==> config.mk <==
export PLATFORM = sky130hd
export DESIGN_NAME = timer_int
export DESIGN_NICKNAME = d
export VERILOG_FILES = /design/src/rtl/timer_int.sv
export SDC_FILE = /design/constraint.sdc
export NUM_CORES = 1
export LEC_CHECK = 0
export ABC_AREA = 1
export BUFFER_PORTS_ARGS = -buffer_cell sky130_fd_sc_hd__clkbuf_2
export CORE_ASPECT_RATIO = 0.8
export CORE_MARGIN = 2
export CORE_UTILIZATION = 44
export DETAILED_ROUTE_END_ITERATION = 8
export PLACE_DENSITY = 0.71
export SETUP_SLACK_MARGIN = 0.1
export SLEW_MARGIN = 15
export SYNTH_ARGS = -nofsm -noshare
export SYNTH_HDL_FRONTEND = slang
export SYNTH_SLANG_ARGS = --single-unit
==> constraint.sdc <==
create_clock -name clk -period 1.9 [get_ports clk]
set_input_delay 0.095 -clock clk [delete_from_list [all_inputs] [get_ports clk]]
set_output_delay 0.095 -clock clk [all_outputs]
set_load 0.01 [all_outputs]
==> src/rtl/timer_int.sv <==
// timer_int: programmable 8-bit interval timer on the CPU port bus.
// Five byte registers at BASE..BASE+4 (CTRL, PRESCALE, RELOAD, STATUS, COUNT).
// A prescaler divides the clock, each prescaler wrap is one tick, and the
// down-counter raises a sticky flag when a tick finds it at zero. The flag,
// gated by CTRL.ie, is the interrupt request.
module timer_int #(
   parameter logic [3:0] BASE = 4'hA
) (
   input  logic       clk,
   input  logic       reset,
   input  logic       we,
   input  logic [3:0] addr,
   input  logic [7:0] wdata,
   input  logic       iret,
   output logic [7:0] rdata,
   output logic       sel,
   output logic       int_req
);

   // Register offsets relative to BASE
   localparam logic [3:0] OFF_CTRL   = 4'd0;
   localparam logic [3:0] OFF_PRESC  = 4'd1;
   localparam logic [3:0] OFF_RELOAD = 4'd2;
   localparam logic [3:0] OFF_STATUS = 4'd3;
   localparam logic [3:0] OFF_COUNT  = 4'd4;

   // Architectural state
   logic       en_q,   en_d;
   logic       auto_q, auto_d;
   logic       ie_q,   ie_d;
   logic       flag_q, flag_d;
   logic [7:0] prescale_q, prescale_d;
   logic [7:0] reload_q,   reload_d;
   logic [7:0] count_q,    count_d;
   logic [7:0] pcnt_q,     pcnt_d;

   // Decode and event strobes
   logic [3:0] off;
   logic       wr;
   logic       ctrl_wr;
   logic       start;
   logic       stop;
   logic       tick;
   logic       expire;
   logic       flag_clr;

   // Offset arithmetic wraps modulo 16, so BASE-1 maps to 4'hF and is rejected
   assign off = addr - BASE;
   assign sel = (off <= OFF_COUNT);
   assign wr  = we & sel;

   // Bus events and timebase events, all derived from registered state
   always_comb begin
      ctrl_wr  = wr && (off == OFF_CTRL);
      start    = ctrl_wr && wdata[0] && !en_q;
      stop     = ctrl_wr && !wdata[0] && en_q;
      tick     = en_q && (pcnt_q == prescale_q);
      expire   = tick && (count_q == 8'd0);
      flag_clr = iret || (wr && (off == OFF_STATUS) && wdata[0]);
   end

   // CTRL bits: start/stop from the bus, one-shot auto-clear of en on expiry;
   // an explicit stop write and the one-shot clear both drive en to 0
   always_comb begin
      auto_d = auto_q;
      ie_d   = ie_q;
      en_d   = en_q;
      if (ctrl_wr) begin
         auto_d = wdata[1];
         ie_d   = wdata[2];
      end
      if (start) begin
         en_d = 1'b1;
      end else if (stop) begin
         en_d = 1'b0;
      end else if (expire && !auto_q) begin
         en_d = 1'b0;
      end
   end

   // PRESCALE and RELOAD are plain byte registers; a new RELOAD is only
   // consumed at the next start or auto-reload, a new PRESCALE at once
   always_comb begin
      prescale_d = prescale_q;
      reload_d   = reload_q;
      if (wr && (off == OFF_PRESC)) begin
         prescale_d = wdata;
      end
      if (wr && (off == OFF_RELOAD)) begin
         reload_d = wdata;
      end
   end

   // Prescaler: restarts from 0 on start and stop, otherwise free-runs while
   // enabled and wraps on the cycle it matches PRESCALE. If PRESCALE is lowered
   // below the current value it wraps through 255 before the next tick.
   always_comb begin
      pcnt_d = pcnt_q;
      if (start || stop) begin
         pcnt_d = 8'd0;
      end else if (en_q) begin
         pcnt_d = tick ? 8'd0 : pcnt_q + 8'd1;
      end
   end

   // Down-counter: loaded on start, decremented per tick, reloaded on expiry in
   // auto mode, held at 0 after a one-shot expiry; never decrements below 0
   always_comb begin
      count_d = count_q;
      if (start) begin
         count_d = reload_q;
      end else if (tick) begin
         if (count_q != 8'd0) begin
            count_d = count_q - 8'd1;
         end else if (auto_q) begin
            count_d = reload_q;
         end
      end
   end

   // Expiry flag: a set in the same cycle as a clear wins
   always_comb begin
      flag_d = flag_q;
      if (flag_clr) begin
         flag_d = 1'b0;
      end
      if (expire) begin
         flag_d = 1'b1;
      end
   end

   // State register with asynchronous active-low reset
   always_ff @(posedge clk or negedge reset) begin
      if (!reset) begin
         en_q       <= 1'b0;
         auto_q     <= 1'b0;
         ie_q       <= 1'b0;
         flag_q     <= 1'b0;
         prescale_q <= 8'd0;
         reload_q   <= 8'd0;
         count_q    <= 8'd0;
         pcnt_q     <= 8'd0;
      end else begin
         en_q       <= en_d;
         auto_q     <= auto_d;
         ie_q       <= ie_d;
         flag_q     <= flag_d;
         prescale_q <= prescale_d;
         reload_q   <= reload_d;
         count_q    <= count_d;
         pcnt_q     <= pcnt_d;
      end
   end

   // Zero-latency read mux; reads have no side effects
   always_comb begin
      rdata = 8'd0;
      if (sel) begin
         case (off)
            OFF_CTRL:   rdata = {5'd0, ie_q, auto_q, en_q};
            OFF_PRESC:  rdata = prescale_q;
            OFF_RELOAD: rdata = reload_q;
            OFF_STATUS: rdata = {7'd0, flag_q};
            OFF_COUNT:  rdata = count_q;
            default:    rdata = 8'd0;
         endcase
      end
   end

   // Interrupt request built only from registered bits
   assign int_req = flag_q & ie_q;

endmodule

* Word level (Yosys, flattened, before mapping)
Index checks and enable logic that the tools add are counted.
** Word-level totals
- Input port bits :: 16
- Bits in registers :: 36
- Logic and storage cells :: 59
- Output and inout port bits :: 10
** Operators by class
- Muxes and demuxes :: 14
- Add/subtract/negate cells :: 3
- Bitwise logic cells :: 2
- Equality and inequality tests :: 5
- Reduce and logical (&&, ||, !) cells :: 26
- Order comparisons :: 1
** Operator list (count)
- 2-to-1 mux 8 bit :: 8
- case mux 8 bit (5 select lines) :: 1
- logical AND 1 bit :: 12
- adder 8 x 1 -> 8 bit (second input constant) :: 1
- equality test 4 x 2 -> 1 bit (second input constant) :: 2
- equality test 8 bit :: 1
- logical NOT 8 bit :: 1
- nonzero test 8 bit :: 1
- subtractor 8 x 1 -> 8 bit (second input constant) :: 1
- nonzero test 2 bit :: 3
- nonzero test 3 bit :: 2
- 2-to-1 mux 1 bit :: 5
- equality test 4 x 1 -> 1 bit (second input constant) :: 1
- equality test 4 x 3 -> 1 bit (second input constant) :: 1
- <= comparator 4 x 3 -> 1 bit (second input constant) :: 1
- logical NOT 4 bit :: 1
- subtractor 4 bit (second input constant) :: 1
- logical NOT 1 bit :: 3
- bitwise AND 1 bit :: 2
- logical OR 1 bit :: 2
- AND reduction 2 bit :: 1

* Logic depth before layout (Yosys ltp)
- Word-level depth :: 8
- Mapped depth :: 13
- Depth with buffers taken out :: 12

* Worst setup path before layout
OpenSTA, ideal clock, no wires.
- Path type :: flip-flop to flip-flop
- Start point :: register count_q[0]
- End point :: register count_q[2]
- Setup time :: 0.117 ns
- Cell stages (with the launch flop) :: 11
- Slack :: 0.297 ns
- Buffers on the path :: 0
- Clock period less this slack :: 1.603 ns
- Arrival :: 1.486 ns
- Required time :: 1.783 ns
- Cells stage by stage :: dfrtp_1 > inv_1 > ha_1 > nand3_1 > nor2_4 > inv_2 > or2_4 > nand2_4 > nand2_4 > nand2_1 > nand2_1
** On the way
- Word-level cells in the longest chain between the ends :: 4
- Elaborated cells on any way between the ends :: 7
- Classes of those cells :: add/sub: 1; mux: 3; reduce/logical: 3
** RTL lines
- start, declared :: RTL line 34 : logic [7:0] count_q, count_d;
- start signal, assigned :: RTL line 150 : count_q <= count_d;
- subtractor 8 x 1 -> 8 bit or nonzero test 8 bit (tied branches) :: RTL line 114, 113
- 2-to-1 mux 8 bit :: RTL line 113 : if (count_q != 8'd0) begin
- 2-to-1 mux 8 bit :: RTL line 112 : end else if (tick) begin
- 2-to-1 mux 8 bit :: RTL line 110 : if (start) begin
Several ways; a longest one is shown, not always the timed one. The select of a mux whose other input is x is not followed.
A chain may end at the register's enable or synchronous reset.

* Final worst setup path
- Start point :: register count_q[1]
- End point :: register count_q[4]
Same word-level chain as after synthesis.

==> run metrics <==
Final GP Congestion roughly 0.90; largest net degree at the start of global routing 37; Antenna diodes 0; clock sinks 36; P_leak roughly 1.5 nW; vias in the first global route around 2300; row cnt 24; final worst path period share 89.2%; initial antenna violation count 0; Final ANT Viol Nets 0; Die ar. 6260 um2; critical path type flop to flop; clk buf depth 2; Worst setup EP type flop; # IOs 26; Mapped Avg Cell Area 6.91 um2; CTS Buf Count 5; CP Launch Type flop; Min-Delay Path Class input pin to flop; Hold Worst Slack 0.0400 ns; FILL cells 533; Syn Inst Count between 300 and 400; layout cell share with drive strength beyond 1 19.8%; Syn Std Cell Area between 2000 and 2500 um2; vias 2403; commonest non-fill, non-tap cell in the layout nand2_1; final hold vios 0; status completed; DRC viols 0; CORE AREA 5440 um2; met2 wire length 2770 um; GRT Total Usage 22.5%; Worst-Margin Slew ~0.46 ns; endpoints failing setup 0; Pins Over Slew Limit 0; H-tree depth 2; Peak Freq roughly 600 MHz; Slew headroom 69.1%; placed wire-length estimate 4810 um; metal3 WL 512 um; wire per inst between 10 and 15 um; RSZ-0062 raised after global routing false; Die X 88.0 um; Final nets between 400 and 500; WL final 6300 um; DRT iter0 DRCs 234; clk slew on worst S/H paths 0.08 ns; Yosys warnings 0; Initial Util 45.7%; sequential area share after synthesis 36.3%; max_cap viols 0; Port-buffer cells 25; Chip Height 71.2 um; first-pass GRT wire length around 11000 um; First-pass DRT Iterations 4; most frequent cells in the layout nand2_1, nand3_1, inv_1; total grt overflow 0; Layout area overhead 16.6%; VDD IR max 0.689 mV; min Tclk post-route 1.69 ns; CP max FO 9; crit path DAT roughly 1.9 ns; clock latency at the later pin of the worst-skew pair 0.29 ns; post-synthesis cell type count 27; CP Data Required Time 2.09 ns; uppermost layer routed met4; Clock Root Buffer clkbuf_8; Metal-1 WL 2950 um; pwr dens 1270 nW/um2; Via density 5.03; Setup TNS 0 ns; Net Count, Synth around 380; CTS tree done; Synth Register Bits 36; worst clock skew 0.00756 ns
metrics by stage:
stage | total power [mW] | worst slack [ns] | cells | instance area [um2] | util (%)
2_1_floorplan | 2.41 | 0.297 | 359 | 2480 | -
3_5_place_dp | 2.89 | 0.116 | 466 | 2740 | 50.4
5_1_grt | 3.99 | 0.0958 | 478 | 2890 | 53.2
4_1_cts | 3.60 | 0.138 | 475 | 2860 | 52.6
6_report | 3.66 | 0.206 | 478 | 2890 | 53.2
3_3_place_gp | 2.86 | 0.224 | 466 | 2740 | 50.4
synthesized netlist by cell type, drive strengths merged:
master / instances / area [um2]
nor3: 4 / 31.3
nand2: 147 / 587
nand3: 39 / 195
nor2: 25 / 143
inv: 44 / 165
or2: 1 / 8.76
xnor2: 5 / 43.8
dfrtp: 36 / 901
nand3b: 2 / 15.0
buf: 5 / 37.5
o21ai: 31 / 189
a21oi: 5 / 25.0
clkbuf: 1 / 3.75
xor2: 4 / 35.0
nand4: 6 / 52.6
ha: 4 / 50.1
metal layers:
layer / global-route usage, % / vias up
li1: - / 1215
met1: 34.4 / 1094
met2: 32.8 / 87
met3: 4.32 / 7
met4: 5.30 / 0
met5: 0 / -
sequential cells by signal (all words and copies together) (netlist names):
name	flops
count_q	8
pcnt_q	8
en_q	1
auto_q	1
flag_q	1
ie_q	1
reload_q	8
prescale_q	8
path summary, 6_finish.rpt:
kind                                              from                         to  slack (ns)  cells past startpoint
worst min-delay path                          wdata[4]  prescale_q[4]$_DFFE_PN0P_        0.04                      3
max in group asynchronous                        reset      pcnt_q[3]$_DFFE_PN0P_        1.20                      3
min in group asynchronous                        reset     count_q[4]$_DFFE_PN0P_        0.37                      3
worst min register to register        ie_q$_DFFE_PN0N_           ie_q$_DFFE_PN0N_        0.53                      2
worst max-delay path            count_q[1]$_DFFE_PN0P_     count_q[4]$_DFFE_PN0P_        0.21                     10
worst max register to register  count_q[1]$_DFFE_PN0P_     count_q[4]$_DFFE_PN0P_        0.21                     10
cell families after synthesis:
kind of cell / after synthesis / share of synthesized area [%]
AO/OA/AOI/OAI: 36 / 8.62
XOR/XNOR: 9 / 3.18
adder cells (fa/ha/maj): 4 / 2.02
buffers and inverters: 50 / 8.32
flip-flops: 36 / 36.3
AND/OR/NAND/NOR: 224 / 41.6
where the power goes:
part	switching [mW]	leakage, nW	internal, mW
Sequential	0.331	0.470	0.985
Clock	0.293	0.0541	0.388
Combinational	1.01	0.994	0.654
Total	1.64	1.52	2.03
worst max-delay path, stage by stage, from the launching register on:
cell and delay, ns:
dfrtp_1 0.43, inv_2 0.10, ha_1 0.15, nand3_1 0.12, nor2_4 0.13, inv_2 0.07
or2_4 0.26, nand2_8 0.10, nand2_4 0.08, nand2_1 0.09, nand2_1 0.05
timing repair:
item / in CTS / in global routing
setup buffers: 0 / 3
hold buffers: 1 / 0
setup endpoints to repair: 3 / 9
hold endpoints to repair: 36 / 0
resized for setup: 1 / 3
layout make-up:
type | count | area [um2] | area share [%]
Multi-Input combinational cell | 273 | 1390 | 47.9
Sequential cell | 36 | 901 | 31.1
Timing Repair Buffer | 39 | 233 | 8.04
Inverter | 44 | 165 | 5.71
Tap cell | 78 | 97.6 | 3.37
Clock buffer | 5 | 68.8 | 2.38
Clock inverter | 3 | 42.5 | 1.47
No activity file was read; power rests on OpenSTA's default activity.
